## config.mk

```make
export PLATFORM = sky130hd
export DESIGN_NAME = rr_read_arbiter
export DESIGN_NICKNAME = d
export VERILOG_FILES = /design/src/rtl/rr_read_arbiter.sv
export SDC_FILE = /design/constraint.sdc
export NUM_CORES = 1
export LEC_CHECK = 0
export CORE_MARGIN = 3
export CORE_UTILIZATION = 45
export DETAILED_ROUTE_END_ITERATION = 12
export GPL_TIMING_DRIVEN = 0
export PLACE_DENSITY_LB_ADDON = 0.08
export SYNTH_ARGS = -nofsm -noshare
export SYNTH_HDL_FRONTEND = slang
export SYNTH_SLANG_ARGS = --single-unit
```

## constraint.sdc

```tcl
create_clock -name clk -period 8.92 [get_ports clk]
set_clock_uncertainty 0.2 [all_clocks]
set_input_delay 1.338 -clock clk [delete_from_list [all_inputs] [get_ports clk]]
set_output_delay 1.338 -clock clk [all_outputs]
set_load 0.01 [all_outputs]
```

## src/rtl/rr_read_arbiter.sv

```systemverilog
// Round-robin arbiter sharing one pipelined BRAM read port among NUM_CHANNELS
// requesters, with per-channel enable masking and registered read-data buffers.
module rr_read_arbiter #(
  parameter int NUM_CHANNELS  = 8,
  parameter int ADDRESS_WIDTH = 13,
  parameter int DATA_WIDTH    = 8,
  parameter int MEM_LATENCY   = 1
) (
  input  logic                                 clk,
  input  logic                                 resetn,
  input  logic [NUM_CHANNELS-1:0]              chan_enable,
  input  logic [NUM_CHANNELS-1:0]              data_req,
  input  logic [NUM_CHANNELS*ADDRESS_WIDTH-1:0] data_addr,
  output logic [NUM_CHANNELS*DATA_WIDTH-1:0]   data,
  output logic [NUM_CHANNELS-1:0]              data_rdy,
  output logic                                 mem_re,
  output logic [ADDRESS_WIDTH-1:0]             mem_raddr,
  input  logic [DATA_WIDTH-1:0]                mem_rdata
);

  localparam int PW = (NUM_CHANNELS > 1) ? $clog2(NUM_CHANNELS) : 1;

  logic [NUM_CHANNELS-1:0]            pending_q, pending_d;
  logic [NUM_CHANNELS-1:0]            data_rdy_q, data_rdy_d;
  logic [NUM_CHANNELS*DATA_WIDTH-1:0] data_q, data_d;
  logic                               mem_re_q, mem_re_d;
  logic [ADDRESS_WIDTH-1:0]           mem_raddr_q, mem_raddr_d;
  logic [PW-1:0]                      ptr_q, ptr_d;
  logic [MEM_LATENCY-1:0]             tag_valid_q, tag_valid_d;
  logic [PW-1:0]                      tag_idx_q [MEM_LATENCY];
  logic [PW-1:0]                      tag_idx_d [MEM_LATENCY];

  logic [NUM_CHANNELS-1:0] eligible;
  logic                    grant_valid;
  logic [PW-1:0]           grant_idx;
  logic [PW-1:0]           cand;
  logic                    cap_valid;
  logic [PW-1:0]           cap_idx;

  // A channel is blocked while its read is in flight and during its rdy cycle.
  assign eligible  = data_req & chan_enable & ~pending_q & ~data_rdy_q;
  assign cap_valid = tag_valid_q[MEM_LATENCY-1];
  assign cap_idx   = tag_idx_q[MEM_LATENCY-1];

  // Scan from the pointer downward-in-priority so the last hit is the first
  // eligible channel at or after the pointer.
  always_comb begin
    grant_valid = 1'b0;
    grant_idx   = '0;
    cand        = '0;
    for (int i = NUM_CHANNELS - 1; i >= 0; i--) begin
      cand = PW'((int'(ptr_q) + i) % NUM_CHANNELS);
      if (eligible[cand]) begin
        grant_valid = 1'b1;
        grant_idx   = cand;
      end
    end
  end

  always_comb begin
    pending_d   = pending_q;
    data_rdy_d  = '0;
    data_d      = data_q;
    mem_re_d    = 1'b0;
    mem_raddr_d = mem_raddr_q;
    ptr_d       = ptr_q;
    tag_valid_d = '0;
    for (int s = 0; s < MEM_LATENCY; s++) tag_idx_d[s] = '0;

    if (cap_valid) begin
      data_rdy_d[cap_idx] = 1'b1;
      pending_d[cap_idx]  = 1'b0;
      data_d[int'(cap_idx)*DATA_WIDTH +: DATA_WIDTH] = mem_rdata;
    end

    // The granted channel is never the captured one: a captured channel was pending.
    if (grant_valid) begin
      mem_re_d             = 1'b1;
      mem_raddr_d          = data_addr[int'(grant_idx)*ADDRESS_WIDTH +: ADDRESS_WIDTH];
      pending_d[grant_idx] = 1'b1;
      ptr_d = (grant_idx == PW'(NUM_CHANNELS - 1)) ? '0 : grant_idx + PW'(1);
    end

    tag_valid_d[0] = grant_valid;
    tag_idx_d[0]   = grant_idx;
    for (int s = 1; s < MEM_LATENCY; s++) begin
      tag_valid_d[s] = tag_valid_q[s-1];
      tag_idx_d[s]   = tag_idx_q[s-1];
    end
  end

  always_ff @(posedge clk or negedge resetn) begin
    if (!resetn) begin
      pending_q   <= '0;
      data_rdy_q  <= '0;
      data_q      <= '0;
      mem_re_q    <= 1'b0;
      mem_raddr_q <= '0;
      ptr_q       <= '0;
      tag_valid_q <= '0;
      for (int s = 0; s < MEM_LATENCY; s++) tag_idx_q[s] <= '0;
    end else begin
      pending_q   <= pending_d;
      data_rdy_q  <= data_rdy_d;
      data_q      <= data_d;
      mem_re_q    <= mem_re_d;
      mem_raddr_q <= mem_raddr_d;
      ptr_q       <= ptr_d;
      tag_valid_q <= tag_valid_d;
      for (int s = 0; s < MEM_LATENCY; s++) tag_idx_q[s] <= tag_idx_d[s];
    end
  end

  assign data      = data_q;
  assign data_rdy  = data_rdy_q;
  assign mem_re    = mem_re_q;
  assign mem_raddr = mem_raddr_q;

endmodule

```

==> flow_metrics.tcl, run 1 <==
set metrics [dict create \
    outcome "complete, no violations" \
    switching_share 0.481 \
    crit_end "mem_raddr[7]$_DFFE_PN0N_" \
    arrival_ns 5.32 \
    drt-pass1-iter-count 6 \
    path_depth 14 \
    peakVddDrop_uv 225 \
    setup_slack_ns 3.66 \
    syn_inst 772 \
    path_class "in2reg" \
    fin_area_mm2 0.00986 \
    worst_r2r_path_depth 15 \
    cp_top_family "buffers and inverters" \
    hpwl_um 19900 \
    die_x_um 132 \
    syn-cell-area_mm2 0.00710 \
    cp_slowest_cell "or4bb_1" \
    vias 7277 \
    area_delta_synth_final_pct 38.8 \
    worst_pin_slew_ns 1.27 \
    avgRoutedWirePerCell_um 21.2 \
    min_period_ns 5.26 \
    antenna_found_initial 0 \
    drt_iter0_drc 746 \
    post-place-ws_ns 3.51 \
    power_switching_uw 2080 \
    rows 45 \
    setup.worst_path.start_class "input pin" \
    fmax_mhz 190 \
    fp.dieH_um 132 \
    crit_chain "clkdlybuf4s50_1, or4bb_1, o22ai_1, o21a_1, o32ai_1, a22oi_1, a21o_1, and2_1, clkbuf_1, inv_1, nor2_1, clkbuf_1, a22oi_1, o21ai_1" \
    synth_ff_type "dfrtp_1" \
    async_flop_share 1.00 \
    grt_overflow 0 \
    gp_congestion 0.997 \
    relSlewSlack 0.146 \
    initial_core_util 0.464 \
    grt_pass1_wl_um 40200 \
    wl_um 25700 \
    grt_start_max_net_pins 55 \
    cp_max_fo 10 \
    clk_pin_slew_ns 0.07 \
    antennaDiodeCount 0 \
    p_per_area_mw_per_mm2 439 \
    vias_per_cell 5.99 \
    seq_power_share 0.183 \
    yosysSeqAreaShare 0.352 \
    p_leak_uw 0.00395 \
    cts_hold_buffers 0 \
    cts_made_buffers 9 \
    dpl-instance-area_mm2 0.00954 \
    endpoint_kind "flip-flop" \
    ctsResizeCount 0 \
    p_total_uw 4330 \
    clock_path_buffers 2 \
    cpPeakStageDelay_ns 0.53 \
    grt_setup_unrepaired "false" \
    hold_viol 0 \
    antenna_left 0 \
    h-tree-depth 3 \
    grt_pass1_vias 7115 \
    slew_violations 0 \
    route.detailed.drc 0 \
    postSynthRegisterBits 100 \
    tns_ns 0 \
    reg2reg_setup_slack_ns 4.03 \
    pwr-share-clk 0.096 \
    p_int_uw 2250 \
    dieArea_mm2 0.0173 \
    clkSinkCount 100 \
    crit_buf_inv 4 \
    cts_tree "yes" \
    syn_area_per_cell_um2 9.20 \
    yosys.cell_types.count 64 \
    timing.hold.ws_ns 0.308 \
    cap_viol_max_count 0 \
    fin_nets 1133 \
    ys_warn_count 0 \
    synth_nets 906 \
    finalCritPeriodShare 0.590 \
    drive_above_1_share 0.124 \
    hp-class "reg2reg" \
    synth_edf_count 0 \
    timing.rr.start "ptr_q[1]$_DFFE_PN0N_" \
    io_pins 216 \
    pwr-share-comb 0.721 \
    core_area_mm2 0.0153 \
    clock_latency_ns 0.34 \
    setup_viol 0 \
    track_usage 0.286 \
    r2r-end "mem_raddr[7]$_DFFE_PN0N_" \
    crit_path_start "chan_enable[2]" \
    postCtsSetupBuffers 0 \
    cts-root-buf "clkbuf_16" \
    crit_required_ns 8.98 \
    io_buffers 215 \
]
synth_stat cells (all sizes together) (14+ instances only):
cell type	instances	area [µm²]
mux2	78	878
inv	16	62.6
o211ai	35	263
a21oi	14	70.1
clkbuf	35	131
buf	18	134
nor2	84	315
nand3	14	70.1
a22oi	18	135
mux2i	43	430
a31oi	19	119
o21ai	64	320
dfrtp	100	2500
nand2	73	274
flip-flops by register name, summed over array words and instances, names as in the netlist:
register,count
mem_re,1
data_rdy,8
ptr_q,3
data,64
pending_q,8
cap_idx,3
mem_raddr,13
power by group through the flow:
stage / Clock (µW) / Combinational [µW] / Sequential, µW
after global routing: 438 / 3350 / 816
after detailed placement: 0 / 3050 / 793
after floorplan: 0 / 1910 / 850
final: 415 / 3120 / 792
after CTS: 422 / 3070 / 792
after global placement: 0 / 3030 / 784
per-layer routing:
metal | up-vias | part of all wire | GRT usage
li1 | 3373 | - | -
met1 | 3469 | 0.42 | 0.378
met2 | 396 | 0.46 | 0.466
met3 | 39 | 0.096 | 0.0804
met4 | 0 | 0.020 | 0.0700
met5 | - | 0 | 0
area by class of cell:
type / instances / area (µm²)
fill: 1338 / 5460
clock inverter: 6 / 88.8
multi-input combinational: 603 / 4270
inverter: 16 / 62.6
sequential: 100 / 2500
clock buffer: 9 / 225
buffer: 53 / 265
tap: 211 / 264
timing repair buffer: 216 / 2180
cells by family after synthesis:
| family | after synthesis | share of synthesized area |
|---|---|---|
| buf+inv | 69 | 0.0462 |
| compound gates | 238 | 0.236 |
| flops | 100 | 0.352 |
| xor+xnor | 5 | 0.00617 |
| fa+ha+maj | 4 | 0.00705 |
| simple gates | 232 | 0.158 |
| mux | 124 | 0.194 |
metrics by stage:
step,util,instances
2_1_floorplan,-,772
3_5_place_dp,0.623,1199
6_report,0.644,1214
5_1_grt,0.644,1214
4_1_cts,0.644,1214
3_3_place_gp,0.621,1198
cell usage in the layout (no fill, tap or decap), types with 13 or more instances in the layout:
cell | synthesis | layout
clkbuf_1 | 35 | 35
dfrtp_1 | 100 | 100
nand2_1 | 73 | 73
mux2_2 | 75 | 75
nand3_1 | 14 | 14
clkdlybuf4s50_1 | 0 | 214
o21ai_1 | 15 | 15
a221oi_1 | 13 | 13
inv_1 | 14 | 14
o211ai_1 | 35 | 35
a2bb2oi_1 | 13 | 13
nor2_1 | 84 | 84
a21oi_1 | 14 | 14
a22oi_1 | 18 | 18
a31oi_1 | 19 | 19
mux2i_1 | 43 | 43
o21ai_0 | 49 | 49
worst min path at each step:
stage                                 from                endpoint  slack [ns]  depth (start not counted)
global placement      data[56]$_DFFE_PN0P_    data[56]$_DFFE_PN0P_        0.29                          1
finish                data[43]$_DFFE_PN0P_    data[43]$_DFFE_PN0P_        0.31                          1
floorplan           pending_q[2]$_DFF_PN0_  pending_q[2]$_DFF_PN0_        0.28                          2
global route          data[29]$_DFFE_PN0P_    data[29]$_DFFE_PN0P_        0.33                          1
CTS                   data[36]$_DFFE_PN0P_    data[36]$_DFFE_PN0P_        0.31                          1
detailed placement     data[0]$_DFFE_PN0P_     data[0]$_DFFE_PN0P_        0.29                          1
(Power assumes the default switching activity.)
==> run 2, diff against run 1 <==
CORE_UTILIZATION = 44   (was 45)
clock period = 4.3 ns   (was 8.92 ns; I/O delays follow)
==> flow_metrics.tcl, run 2 (synthesized netlist as in run 1, its figures left out) <==
set metrics [dict create \
    clock_path_buffers 2 \
    core_area_mm2 0.0155 \
    antennaDiodeCount 0 \
    avgRoutedWirePerCell_um 21.2 \
    vias_per_cell 6.03 \
    arrival_ns 4.14 \
    gp_congestion 0.969 \
    io_buffers 215 \
    fmax_mhz 242 \
    clk_pin_slew_ns 0.07 \
    clkSinkCount 100 \
    tns_ns 0 \
    place_inst 1199 \
    cap_viol_max_count 0 \
    min_period_ns 4.13 \
    grt_pass1_wl_um 40400 \
    crit_required_ns 4.31 \
    path_class "in2reg" \
    drive_above_1_share 0.159 \
    p_leak_uw 0.00403 \
    final_common_cell "clkdlybuf4s50_1" \
    setup.worst_path.start_class "input pin" \
    setup_viol 0 \
    die_x_um 133 \
    peakVddDrop_uv 475 \
    finalCritPeriodShare 0.961 \
    p_per_area_mw_per_mm2 908 \
    initial_core_util 0.459 \
    drt-pass1-iter-count 7 \
    area_delta_synth_final_pct 41.1 \
    wl_um 25700 \
    relSlewSlack 0.135 \
    antenna_left 0 \
    h-tree-depth 3 \
    grt_start_max_net_pins 63 \
    reg2reg_setup_slack_ns 0.17 \
    worst_r2r_path_depth 14 \
    largest_reg_flops 64 \
    vias 7329 \
    cts_tree "yes" \
    crit_end "mem_raddr[3]$_DFFE_PN0N_" \
    pwr-share-comb 0.727 \
    switching_share 0.481 \
    worst_pin_slew_ns 1.29 \
    fillCellCount 1346 \
    stdcell_count 1216 \
    grt_overflow 0 \
    outcome "complete, no violations" \
    antenna_found_initial 2 \
    hold_viol 0 \
    dieArea_mm2 0.0177 \
    timing.hold.ws_ns 0.0679 \
    hp-class "in2async" \
    route.detailed.drc 0 \
    slew_violations 0 \
    cts-root-buf "clkbuf_16" \
    endpoint_kind "flip-flop" \
    clock_latency_ns 0.34 \
    fp.dieH_um 133 \
    rows 45 \
    grt_pass1_vias 7048 \
    seq_power_share 0.182 \
    p_int_uw 4730 \
    track_usage 0.284 \
    timing.rr.start "ptr_q[1]$_DFFE_PN0N_" \
    cp_max_fo 10 \
    pwr-share-clk 0.091 \
    cts_hold_buffers 0 \
    final_cell_mix "214 x clkdlybuf4s50_1, 100 x dfrtp_1, 83 x nor2_1, 75 x mux2_2, 73 x nand2_1" \
    io_pins 216 \
    r2r-end "mem_raddr[2]$_DFFE_PN0N_" \
    drt_iter0_drc 820 \
    cts_made_buffers 9 \
    p_total_uw 9100 \
    power_switching_uw 4380 \
    fin_nets 1134 \
    crit_path_start "chan_enable[2]" \
    hpwl_um 20000 \
]
==> run 2: how the worst min path moves through the flow <==
stage | start | to | slack (ns) | cells after the start
5_1_grt | resetn | data[45]$_DFFE_PN0P_ | 0.1 | 1
3_5_place_dp | data[58]$_DFFE_PN0P_ | data[58]$_DFFE_PN0P_ | 0.29 | 1
6_report | resetn | data[61]$_DFFE_PN0P_ | 0.07 | 1
4_1_cts | resetn | data[5]$_DFFE_PN0P_ | 0.08 | 1
2_1_floorplan | resetn | cap_idx[0]$_DFF_PN0_ | 0.15 | 0
3_3_place_gp | data[59]$_DFFE_PN0P_ | data[59]$_DFFE_PN0P_ | 0.29 | 1
==> run 2: cell type report <==
cell class              count  area [µm²]  share of cell area
plain buffers              50         267              0.0266
clock buffers               9         225              0.0225
clock inverters             7        83.8             0.00836
inverters                  16        62.6             0.00624
multi-input cells         603        4410               0.440
flip-flops and latches    100        2500               0.250
well taps                 211         264              0.0263
repair buffers            220        2210               0.220
==> run 2: repair_timing <==
item / CTS / global route
pin swaps: 1 / 2
endpoints found under the setup margin: 21 / 15
buffers inserted: 1 / 3
resized for setup: 8 / 33
gates cloned: 0 / 0
==> run 2: worst max-delay path: stages <==
cell and delay, ns:
clkdlybuf4s50_1 0.47, or4bb_1 0.55, o22ai_2 0.24, o21ai_0 0.09, and2_1 0.19, clkbuf_1 0.16
and3_1 0.22, o31ai_2 0.28, o2111a_2 0.28, buf_4 0.21, mux2_2 0.36, a221oi_1 0.30
o21ai_1 0.15
==> run 2: power groups by stage <==
stage,clock (µW),sequential [µW],combinational [µW]
floorplan,0,1760,3960
global placement,0,1640,6260
detailed placement,0,1660,6280
CTS,841,1650,6380
global route,883,1700,7110
finish,830,1650,6620
==> run 2: through the flow <==
| stage | instance area, µm² | util | setup WS [ns] |
|---|---|---|---|
| 2_1_floorplan | 7100 | - | 0.494 |
| 3_3_place_gp | 9520 | 0.615 | -1.36 |
| 3_5_place_dp | 9540 | 0.616 | -0.495 |
| 4_1_cts | 9870 | 0.638 | 0.00916 |
| 5_1_grt | 10000 | 0.647 | -0.00503 |
| 6_report | 10000 | 0.647 | 0.167 |
==> run 2: routing by layer <==
metal  vias to the layer above  GRT usage  part of all wire
met3                        33     0.0814              0.10
met5                         -          0           0.00089
met4                         4     0.0624             0.015
li1                       3374          -                 -
met1                      3524      0.387              0.42
met2                       394      0.451              0.46
==> RTL change 1, RTL diff (settings of run 1) <==
The parameter `ADDRESS_WIDTH` goes from 13 to 12.
--- a/src/rtl/rr_read_arbiter.sv
+++ b/src/rtl/rr_read_arbiter.sv
@@ -3,5 +3,5 @@
 module rr_read_arbiter #(
   parameter int NUM_CHANNELS  = 8,
-  parameter int ADDRESS_WIDTH = 13,
+  parameter int ADDRESS_WIDTH = 12,
   parameter int DATA_WIDTH    = 8,
   parameter int MEM_LATENCY   = 1
Interface: changed (resized data_addr and mem_raddr); port bits go from 216 to 207. The function was not compared with the original's and may differ.
==> RTL change 1 against run 1 <==
  * Via count fell by 26%
  * Total power fell by 20%
  * Sequential power increased by 0.9%
  * Combinational power down 27%
  * Sequential cell count down 1
  * Setup slack improved by 0.55 ns
  * Final area down 18%
  * Wire length is 29% lower
  * Synthesized area decreased by 21%
  * Critical path type unchanged
  * Highest routed layer unchanged
==> RTL change 1: results (changes against run 1) <==
| Metric | Value |
|---|---|
| GR Util met2 | `44.51% (-2.1 points)` |
| Total placed instance area | `7820 µm² (-18%)` |
| Number of global-route vias before repair | `5550 (-22%)` |
| Final-stage net count | `941 (-17%)` |
| Placed cell count | `969 (-19%)` |
| Total GRT Usage | `26.35% (-2.3 points)` |
| Via count | `5416 (-26%)` |
| Top cells by instance count after synthesis | `sky130_fd_sc_hd__nand2_1 (148), sky130_fd_sc_hd__dfrtp_1 (99), sky130_fd_sc_hd__o21ai_0 (85)` |
| Number of search-and-repair iterations in the first detailed-routing pass | `7 (+1)` |
| Synthesized Nets | `731 (-19%)` |
| Power per unit of standard cell area | `428.1 nW/µm² (-2.4%)` |
| Leading post-synthesis cells by cell area | `sky130_fd_sc_hd__dfrtp_1 (44%), sky130_fd_sc_hd__nand2_1 (9.9%), sky130_fd_sc_hd__mux2i_1 (9.6%), sky130_fd_sc_hd__o21ai_0 (7.6%), sky130_fd_sc_hd__mux2_2 (3.2%)` |
| Slowest stage cell, crit path | `sky130_fd_sc_hd__mux4_2` |
| Transition at the pin with the smallest max-transition slack | `0.8611 ns (-0.4096 ns)` |
| CP Data Arrival Time | `4.73 ns (-0.59 ns)` |
| Worst ir drop on vdd | `0.2199 mV (-2.1%)` |
| Post-detailed-routing wire length | `18.31 mm (-29%)` |
| Dpl hpwl | `14.25 mm (-28%)` |
| Filler Cell Count | `1012 (-24%)` |
| Sw Ratio | `43.85% (-4.2 points)` |
| Synthesized instance count | `602 (-22%)` |
| Proportion of layout cells with a drive suffix above 1 | `7.466% (-4.9 points)` |
| Leakage | `3.390 nW (-14%)` |
| Status | `finished, final reports clean` |
| Count of buffers inserted at the top-level ports | `198 (-7.9%)` |
| First-pass GRT wire length | `29.13 mm (-27%)` |
| Largest net degree at the start of global routing | `54 (-1.8%)` |
| Met3 Usage GRT | `8.121% (+0.081 points)` |
RTL change 1: worst max-delay path: cells and delay by family:
family | cells | cell delay [ns]
and+or+nand+nor | 2 | 0.49
AOI/OAI and AO/OA | 5 | 1.10
buffers and inverters | 4 | 1.10
muxes | 2 | 0.70
RTL change 1: path summary, 6_finish.rpt:
kind	from	end	cells past startpoint	slack, ns
worst max-delay path	chan_enable[6]	mem_raddr[10]$_DFFE_PN0N_	13	4.21
worst min-delay path	data[28]$_DFFE_PN0P_	data[28]$_DFFE_PN0P_	2	0.28
worst max register to register	ptr_q[0]$_DFFE_PN0N_	mem_raddr[10]$_DFFE_PN0N_	16	4.59
worst min register to register	data[28]$_DFFE_PN0P_	data[28]$_DFFE_PN0P_	2	0.28
max in group asynchronous	resetn	pending_q[6]$_DFF_PN0_	2	7.04
min in group asynchronous	resetn	data[25]$_DFFE_PN0P_	1	0.80
RTL change 1: final cells by class:
class / instances / area [µm²] / share of cell area, %
tap: 168 / 210.2 / 2.585
clock buffer: 9 / 225.2 / 2.770
buffer: 34 / 178.9 / 2.201
inverter: 12 / 47.55 / 0.5848
clock inverter: 7 / 85.08 / 1.046
timing repair buffer: 199 / 2007 / 24.68
multi-input combinational: 457 / 2899 / 35.66
sequential: 99 / 2477 / 30.47
RTL change 1: per-stage QoR:
step                      utilization, %  worst slack (ns)
after CTS                          67.13             4.225
after global routing               67.13             4.016
after floorplan                        -             4.807
after detailed placement           64.57             3.860
after global placement             64.36             2.875
final                              67.13             4.209
RTL change 1: logic make-up (layout without fill, tap and decap cells):
family          Yosys count  after routing  share of synthesized area (%)
compound gates          136            136                          14.78
flops                    99             99                          44.22
simple gates            233            233                          19.23
xor+xnor                  4              4                         0.6254
buf+inv                  46            261                          4.042
fa+ha+maj                 7              7                          1.563
mux                      77             77                          15.54
==> RTL change 2, RTL diff (settings of run 1) <==
Without the edit above. Take the reset off `pending_q`, `data_rdy_q`, `data_q` and `mem_raddr_q` and load them in a clocked block of their own.
--- a/src/rtl/rr_read_arbiter.sv
+++ b/src/rtl/rr_read_arbiter.sv
@@ -92,22 +92,21 @@
   always_ff @(posedge clk or negedge resetn) begin
     if (!resetn) begin
-      pending_q   <= '0;
-      data_rdy_q  <= '0;
-      data_q      <= '0;
       mem_re_q    <= 1'b0;
-      mem_raddr_q <= '0;
       ptr_q       <= '0;
       tag_valid_q <= '0;
       for (int s = 0; s < MEM_LATENCY; s++) tag_idx_q[s] <= '0;
     end else begin
-      pending_q   <= pending_d;
-      data_rdy_q  <= data_rdy_d;
-      data_q      <= data_d;
       mem_re_q    <= mem_re_d;
-      mem_raddr_q <= mem_raddr_d;
       ptr_q       <= ptr_d;
       tag_valid_q <= tag_valid_d;
       for (int s = 0; s < MEM_LATENCY; s++) tag_idx_q[s] <= tag_idx_d[s];
     end
+  end
+
+  always_ff @(posedge clk) begin
+    pending_q   <= pending_d;
+    data_rdy_q  <= data_rdy_d;
+    data_q      <= data_d;
+    mem_raddr_q <= mem_raddr_d;
   end
 
Function: changed (Yosys sat finds a counterexample within 4 cycles, from zero or initial values and one cycle with resetn low).
==> RTL change 2 against run 1 <==
  * Critical path depth increased by 1
  * Final area grew 0.91%
  * Wire length is 2.0% higher
  * Non-clock buffer count grew 14
  * Setup slack gained 0.11 ns
  * Sequential share of layout area increased by 2.8 points
  * Sequential cell count unchanged
  * Final cell count rose by 1.2%
  * Synthesized area increased by 1.6%
  * Total power is 5.3% lower
  * Critical path type is now flop to flop
  * Highest routed layer unchanged
==> RTL change 2: results (changes against run 1) <==
| Metric | Value |
|---|---|
| Post-route core utilization | `64.48% (+0.11 points)` |
| Number of distinct library cells after synthesis | `67 (+4.7%)` |
| Sequential area share after synthesis | `38.90% (+3.7 points)` |
| Total placed instance area | `9647 µm² (+1.1%)` |
| Placed cell count | `1213 (+1.2%)` |
| Final-layout worst hold slack | `0.2683 ns (-0.04016 ns)` |
| Number of search-and-repair iterations in the first detailed-routing pass | `7 (+1)` |
| Dpl hpwl | `20.09 mm (+0.96%)` |
| Total GRT Usage | `29.03% (+0.41 points)` |
| Proportion of layout cells with a drive suffix above 1 | `6.680% (-5.7 points)` |
| Startpoint of the worst setup timing path | `ptr_q[0]$_DFFE_PN0N_` |
| Proportion of synthesized area in mux cells | `6.899% (-12 points)` |
| Power per unit of standard cell area | `411.9 nW/µm² (-6.1%)` |
| Slowest cell delay on critical path | `0.56 ns (+0.03 ns)` |
| Synthesized instance count | `787 (+1.9%)` |
| Largest net degree at the start of global routing | `21 (-62%)` |
| Routed via count divided by cell count | `6.321 (+5.4%)` |
| Net switching power | `2.103 mW (+1.2%)` |
| Number of enable-type register cells in the synthesized netlist | `77 (+77)` |
| Status | `finished, final reports clean` |
| Synthesized Nets | `921 (+1.7%)` |
| Leading post-synthesis cells by cell area | `sky130_fd_sc_hd__edfxtp_1 (32%), sky130_fd_sc_hd__o221ai_1 (6.9%), sky130_fd_sc_hd__nor2_1 (6.8%), sky130_fd_sc_hd__dfxtp_1 (4.4%), sky130_fd_sc_hd__mux2i_1 (3.9%)` |
| Non-clock buffering overhead in the final layout | `24.68% (-0.099 points)` |
| Hold wc startpoint | `pending_q[2]$_DFF_P_` |
| Min Tclk post-route | `5.154 ns (-0.1107 ns)` |
| Filler Cell Count | `1322 (-1.2%)` |
| Xor and xnor area share after synthesis | `0.7280% (+0.11 points)` |
| Clock network share of area | `3.019% (-0.17 points)` |
RTL change 2: changes by cell type in the layout (fill, tap and decap cells not counted), moves of 18 or more:
cell                       delta
sky130_fd_sc_hd__a21oi_1     +23
sky130_fd_sc_hd__dfrtp_1     -93
sky130_fd_sc_hd__o221ai_1    +57
sky130_fd_sc_hd__o22ai_1     +27
sky130_fd_sc_hd__a22oi_1     -18
sky130_fd_sc_hd__nand2_1     -26
sky130_fd_sc_hd__nor2_1      +46
sky130_fd_sc_hd__o21ai_0     -19
sky130_fd_sc_hd__edfxtp_1    +77
sky130_fd_sc_hd__and2_1      +21
sky130_fd_sc_hd__mux2_2      -71
RTL change 2: per-layer routing:
metal	routed length [µm]	up-vias	global-route usage, %	share of wire (%)
li1	-	3561	-	-
met1	10730	3667	39.91	41
met2	12240	484	46.34	47
met3	2498	56	5.437	9.5
met4	773	0	9.700	2.9
met5	0	-	0	0
